**config.mk**
```make
export PLATFORM = sky130hd
export DESIGN_NAME = debug_dump_tx
export DESIGN_NICKNAME = d
export VERILOG_FILES = /design/src/rtl/debug_dump_tx.sv
export SDC_FILE = /design/constraint.sdc
export NUM_CORES = 1
export LEC_CHECK = 0
export CAP_MARGIN = 20
export CORE_MARGIN = 10
export CORE_UTILIZATION = 46
export CTS_CLUSTER_DIAMETER = 60
export CTS_CLUSTER_SIZE = 20
export DETAILED_ROUTE_END_ITERATION = 12
export GPL_ROUTABILITY_DRIVEN = 0
export GPL_TIMING_DRIVEN = 1
export PLACE_DENSITY = 0.86
export SYNTH_ARGS = -nofsm -noshare
export SYNTH_HDL_FRONTEND = slang
export SYNTH_SLANG_ARGS = --single-unit
```
**constraint.sdc**
```tcl
create_clock -name i_clock -period 4.1 [get_ports i_clock]
set_input_delay 0.82 -clock i_clock [delete_from_list [all_inputs] [get_ports i_clock]]
set_output_delay 0.82 -clock i_clock [all_outputs]
set_load 0.05 [all_outputs]
```
**src/rtl/debug_dump_tx.sv**
```systemverilog
// debug_dump_tx: transmit side of the debug UART link. Serialises a PC,
// register-bank or data-memory dump into bytes for uart_tx, least-significant
// byte first, reading each word through a synchronous read port and pacing
// bytes on the uart_tx done tick.
// Optional feature macro: DEBUG_DUMP_CHECKSUM_EN -- appends one byte equal to
// the XOR of all data bytes of the dump before o_done.
module debug_dump_tx #(
  parameter int NB_DATA  = 32,
  parameter int NB_BYTE  = 8,
  parameter int NB_ADDR  = 7,
  parameter int N_REGS   = 32,
  parameter int N_MEM    = 128,
  parameter int PC_BYTES = 1
) (
  input  logic               i_clock,
  input  logic               i_reset,
  input  logic               i_start,
  input  logic [1:0]         i_sel,
  input  logic [NB_DATA-1:0] i_pc,
  input  logic [NB_DATA-1:0] i_br_data,
  input  logic [NB_DATA-1:0] i_mem_data,
  input  logic               i_tx_done_tick,
  output logic [NB_ADDR-1:0] o_rd_addr,
  output logic               o_br_rd_en,
  output logic               o_mem_rd_en,
  output logic               o_tx_start,
  output logic [NB_BYTE-1:0] o_tx_data,
  output logic               o_busy,
  output logic               o_done
);
  localparam int BPW  = NB_DATA / NB_BYTE;
  localparam int BC_W = $clog2(BPW) + 1;

  localparam logic [1:0] SEL_PC  = 2'd0;
  localparam logic [1:0] SEL_BR  = 2'd1;
  localparam logic [1:0] SEL_MEM = 2'd2;

  typedef enum logic [2:0] {
    S_IDLE, S_READ, S_LOAD, S_SEND, S_WAIT, S_DONE
  } state_t;

  state_t              r_state;
  state_t              w_next;
  logic [1:0]          r_sel;
  logic [NB_ADDR-1:0]  r_word_cnt;
  logic [BC_W-1:0]     r_byte_cnt;
  logic [NB_DATA-1:0]  r_shift;

  logic                w_accept;
  logic                w_last_byte;
  logic                w_last_word;
  logic                w_ck_pending;
  logic [BC_W-1:0]     w_last_byte_idx;
  logic [NB_ADDR-1:0]  w_last_addr;
  logic [NB_DATA-1:0]  w_load_word;

  assign w_accept = (r_state == S_IDLE) && i_start && (i_sel != 2'd3);

`ifdef DEBUG_DUMP_CHECKSUM_EN
  logic [NB_BYTE-1:0]  r_ck_acc;
  logic                r_ck_phase;
  logic [NB_BYTE-1:0]  w_ck_byte;

  assign w_ck_byte    = r_ck_acc ^ r_shift[NB_BYTE-1:0];
  assign w_ck_pending = !r_ck_phase;
`else
  assign w_ck_pending = 1'b0;
`endif

  // Per-source geometry: bytes per word and address of the final word.
  always_comb begin
    w_last_byte_idx = BC_W'(BPW - 1);
    w_last_addr     = '0;
    w_load_word     = '0;
    case (r_sel)
      SEL_PC: begin
        w_last_byte_idx = BC_W'(PC_BYTES - 1);
        w_load_word     = i_pc;
      end
      SEL_BR: begin
        w_last_addr = NB_ADDR'(N_REGS - 1);
        w_load_word = i_br_data;
      end
      SEL_MEM: begin
        w_last_addr = NB_ADDR'(N_MEM - 1);
        w_load_word = i_mem_data;
      end
      default: ;
    endcase
  end

`ifdef DEBUG_DUMP_CHECKSUM_EN
  // While the checksum byte is in flight it is both the last byte and word.
  assign w_last_byte = r_ck_phase || (r_byte_cnt == w_last_byte_idx);
  assign w_last_word = r_ck_phase || (r_word_cnt == w_last_addr);
`else
  assign w_last_byte = (r_byte_cnt == w_last_byte_idx);
  assign w_last_word = (r_word_cnt == w_last_addr);
`endif

  // State register.
  always_ff @(posedge i_clock) begin
    if (i_reset) r_state <= S_IDLE;
    else         r_state <= w_next;
  end

  // Next-state decode and Moore outputs.
  always_comb begin
    w_next      = r_state;
    o_rd_addr   = '0;
    o_br_rd_en  = 1'b0;
    o_mem_rd_en = 1'b0;
    o_tx_start  = 1'b0;
    o_busy      = 1'b0;
    o_done      = 1'b0;
    o_tx_data   = r_shift[NB_BYTE-1:0];
    case (r_state)
      S_IDLE: if (w_accept) w_next = S_READ;
      S_READ: begin
        o_busy      = 1'b1;
        o_br_rd_en  = (r_sel == SEL_BR);
        o_mem_rd_en = (r_sel == SEL_MEM);
        if (r_sel != SEL_PC) o_rd_addr = r_word_cnt;
        w_next = S_LOAD;
      end
      S_LOAD: begin
        o_busy = 1'b1;
        w_next = S_SEND;
      end
      S_SEND: begin
        o_busy     = 1'b1;
        o_tx_start = 1'b1;
        w_next     = S_WAIT;
      end
      S_WAIT: begin
        o_busy = 1'b1;
        if (i_tx_done_tick) begin
          if (!w_last_byte)      w_next = S_SEND;
          else if (!w_last_word) w_next = S_READ;
          else if (w_ck_pending) w_next = S_SEND;
          else                   w_next = S_DONE;
        end
      end
      S_DONE: begin
        o_done = 1'b1;
        w_next = S_IDLE;
      end
      default: w_next = S_IDLE;
    endcase
  end

  // Datapath: source latch, word/byte counters, byte shift register.
  always_ff @(posedge i_clock) begin
    if (i_reset) begin
      r_sel      <= '0;
      r_word_cnt <= '0;
      r_byte_cnt <= '0;
      r_shift    <= '0;
`ifdef DEBUG_DUMP_CHECKSUM_EN
      r_ck_acc   <= '0;
      r_ck_phase <= 1'b0;
`endif
    end else begin
      case (r_state)
        S_IDLE: if (w_accept) begin
          r_sel      <= i_sel;
          r_word_cnt <= '0;
          r_byte_cnt <= '0;
`ifdef DEBUG_DUMP_CHECKSUM_EN
          r_ck_acc   <= '0;
          r_ck_phase <= 1'b0;
`endif
        end
        S_LOAD: begin
          r_shift    <= w_load_word;
          r_byte_cnt <= '0;
        end
        S_WAIT: if (i_tx_done_tick) begin
          r_shift    <= r_shift >> NB_BYTE;
          r_byte_cnt <= r_byte_cnt + 1'b1;
          if (w_last_byte && !w_last_word) r_word_cnt <= r_word_cnt + 1'b1;
`ifdef DEBUG_DUMP_CHECKSUM_EN
          r_ck_acc <= w_ck_byte;
          if (w_last_byte && w_last_word && !r_ck_phase) begin
            r_shift    <= NB_DATA'(w_ck_byte);
            r_ck_phase <= 1'b1;
          end
`endif
        end
        default: ;
      endcase
    end
  end
endmodule

```
==> impl_metrics.env <==
export IMPL_syn_to_final_growth_pct=44.4
export IMPL_antenna_cells=0
export IMPL_clk_pin_slew_ns=0.08
export IMPL_grt_pass1_vias=3138
export IMPL_synth_xor_area_share_pct=0.935
export IMPL_reg2reg_slack_ns=1.45
export IMPL_peakVddDrop_mv=0.173
export IMPL_die_x_um=98.2
export IMPL_netlist_instances=353
export IMPL_run_status="finished, final reports clean"
export IMPL_synth_top_family_by_area="compound AO/OA/AOI/OAI gates"
export IMPL_final_core_util_pct=68.6
export IMPL_vias=3094
export IMPL_cts_made_buffers=5
export IMPL_p_sw_mw=0.395
export IMPL_final_hold_viol_count=0
export IMPL_hold_ws_ns=0.504
export IMPL_die_area_mm2=0.00964
export IMPL_hold_path_depth=2
export IMPL_hold_buffers=0
export IMPL_hold_class="reg -> reg"
export IMPL_dp_hpwl_mm=6.87
export IMPL_worstPathMaxFanout=8
export IMPL_netSwitchingFraction_pct=31.8
export IMPL_yosysTopAreaCellShare_pct=33.5
export IMPL_cts_root_buf="clkbuf_8"
export IMPL_synthAdderAreaFrac_pct=3.12
export IMPL_cp_start_kind="flop"
export IMPL_initialDrtViolationCount=305
export IMPL_seqPwrFrac_pct=41.6
export IMPL_fp_row_count=28
export IMPL_power_mw=1.24
export IMPL_ys_seq_area_share_pct=33.5
export IMPL_yosys_most_used_dff="dfxtp_1"
export IMPL_synth_edf_count=0
export IMPL_cp_required_ns=3.28
export IMPL_synth_area_mm2=0.00281
export IMPL_tightestPinTransition_ns=1.06
export IMPL_drc_errors=0
export IMPL_slowest_stage="clkdlybuf4s50_1"
export IMPL_grt_overflow=0
export IMPL_finalSetupViolCount=0
export IMPL_min_to="r_shift[6]"
export IMPL_start_util_pct=47.5
export IMPL_max_freq_mhz=286
export IMPL_layout_commonest_cell="clkdlybuf4s50_1"
export IMPL_n_fill_cell=489
export IMPL_comb_power_share_pct=33.6
export IMPL_synth_compound_area_share_pct=29.3
export IMPL_grt_max_degree=57
export IMPL_grt_pass1_wl_mm=14.5
export IMPL_critical_path_class="reg -> out"
export IMPL_syn_area_per_cell_um2=7.96
export IMPL_muxShareOfSynthArea_pct=2.85
export IMPL_rsz0062_at_grt="false"
export IMPL_cts_resized=0
export IMPL_dp_cells=512
export IMPL_die_h_um=98.2
export IMPL_r2r_start="r_state[2]"
export IMPL_ys_ff_latch=47
export IMPL_cts_path_max_buffers=2
export IMPL_final_cell_mix="120 x clkdlybuf4s50_1, 79 x nor2_1, 47 x dfxtp_1"
export IMPL_finalMaxSlewViolations=0
export IMPL_htree_num_levels=2
export IMPL_met2_usage_pct=29.8
export IMPL_intPower_mw=0.845
export IMPL_cts_tree="done"
export IMPL_ant_nets=0
export IMPL_syn_nets=462
export IMPL_cp_cell_sequence="inv_2, nor4_1, and2_1, clkdlybuf4s50_1"
export IMPL_arrival_ns=2.68
export IMPL_p_leak_nw=1.49
export IMPL_maxCapViolations=0
export IMPL_drt_wirelength_per_cell_um=17.4
export IMPL_viasPerCell=5.95
export IMPL_drtPass1Iterations=6
export IMPL_fin_setup_tns_ns=0
export IMPL_core_area_mm2=0.00592
export IMPL_yosys_warnings=0
export IMPL_grt_antenna_before_repair=0
export IMPL_rr_worst_depth=6
export IMPL_finalNonFillerCells=520
export IMPL_end_kind="output port"
export IMPL_p_per_area_mw_per_mm2=305
export IMPL_clock_latency_ns=0.30
export IMPL_grt_use_met1_pct=19.8
export IMPL_busiest_layer="met2"
export IMPL_hold_start="r_shift[6]"
export IMPL_finClkSkew_ns=0.0139
export IMPL_synthTopCellsByArea="dfxtp_1 33%, a222oi_1 11%, nor2_1 11%, a211oi_1 6.4%, a21oi_1 5.5%"
export IMPL_nNetsFinal=553
export IMPL_drive_above_1_share_pct=4.04
export IMPL_fin_crit_ns=3.50
export IMPL_slowest_delay_ns=0.80
export IMPL_final_period_utilization_pct=85.4
export IMPL_post_cts_buffers=0
export IMPL_grt_met3_usage_pct=6.91
export IMPL_synth_simple_area_share_pct=22.3
export IMPL_synth_cell_types=43
export IMPL_yosysTopAreaCell="dfxtp_1"
export IMPL_port_buffers=121
export IMPL_async_flop_share_pct=0
export IMPL_relSlewSlack_pct=29.2
export IMPL_grt_use_total_pct=17.6
export IMPL_reg2reg_to="r_shift[8]"
export IMPL_drt_total_wl_mm=9.06
export IMPL_clockPowerShare_pct=24.7
export IMPL_cts_sinks=47
export IMPL_pin_count=122
## flip-flops by register name (all words and copies together) (netlist names)
signal and cells:
r_byte_cnt 3, r_word_cnt 7, r_shift 32, r_state 3
r_sel 2
## power by group through the flow
stage	clock, mW	sequential (mW)	combinational (mW)
2_1_floorplan	0	0.515	0.272
3_3_place_gp	0	0.525	0.410
3_5_place_dp	0	0.526	0.417
4_1_cts	0.309	0.516	0.418
5_1_grt	0.330	0.520	0.455
6_report	0.306	0.516	0.417
## worst max-delay path by stage
stage | startpoint | endpoint | slack [ns] | depth (start not counted)
6_report | r_state[0] | o_rd_addr[0] | 0.60 | 4
5_1_grt | r_state[0] | o_rd_addr[0] | 0.39 | 4
4_1_cts | r_state[0] | o_rd_addr[0] | 0.57 | 4
3_5_place_dp | r_state[0] | o_rd_addr[0] | 0.90 | 4
3_3_place_gp | r_state[0] | o_rd_addr[5] | 1.02 | 4
2_1_floorplan | r_state[0] | o_rd_addr[0] | 1.71 | 4
## cells by family after synthesis
kind of cell | count (synthesis)
AND/OR/NAND/NOR | 132
XOR/XNOR | 3
buffers and inverters | 47
multiplexers | 8
AO/OA/AOI/OAI | 109
flip-flops | 47
adder cells (fa/ha/maj) | 7
## Yosys cell counts (3+ instances only)
master,n
a211oi_1,24
a21oi_1,31
a222oi_1,32
and2_1,8
and3_1,5
buf_2,7
buf_4,9
clkbuf_1,24
dfxtp_1,47
ha_1,7
inv_1,4
mux2i_1,8
nand2_1,7
nand2b_1,8
nand3_1,4
nor2_1,79
nor3_1,4
nor4_1,3
o21ai_1,4
o221ai_1,3
o311ai_1,3
or2_1,3
or4_1,4
xnor2_1,3
## layer usage
metal  share of wire (%)  wire, um  vias up
li1                    -         -     1514
met1                  40      3660     1439
met2                  50      4480      132
met3                 8.7       789        9
met4                 1.3       119        0
met5                   0         0        -
## final cells by class
type	instances	area [um^2]	share of cell area, %
multi-input cells	259	1660	40.9
inverters	5	18.8	0.462
clock buffers	8	100	2.47
repair buffers	126	1240	30.6
well taps	75	93.8	2.31
flip-flops and latches	47	941	23.2
## per-stage QoR
step / setup slack, ns / instance area [um^2]
after floorplan: 1.71 / 2810
after global placement: 1.02 / 3960
after detailed placement: 0.905 / 3960
after CTS: 0.567 / 4060
after global routing: 0.391 / 4060
final: 0.600 / 4060
## critical path: cells and delay by family, from the launching register on
| kind | cells | cell delay (ns) |
|---|---|---|
| buf+inv | 2 | 0.93 |
| flops | 1 | 0.57 |
| simple gates | 2 | 0.88 |
Power figures use the tool's default switching activity.
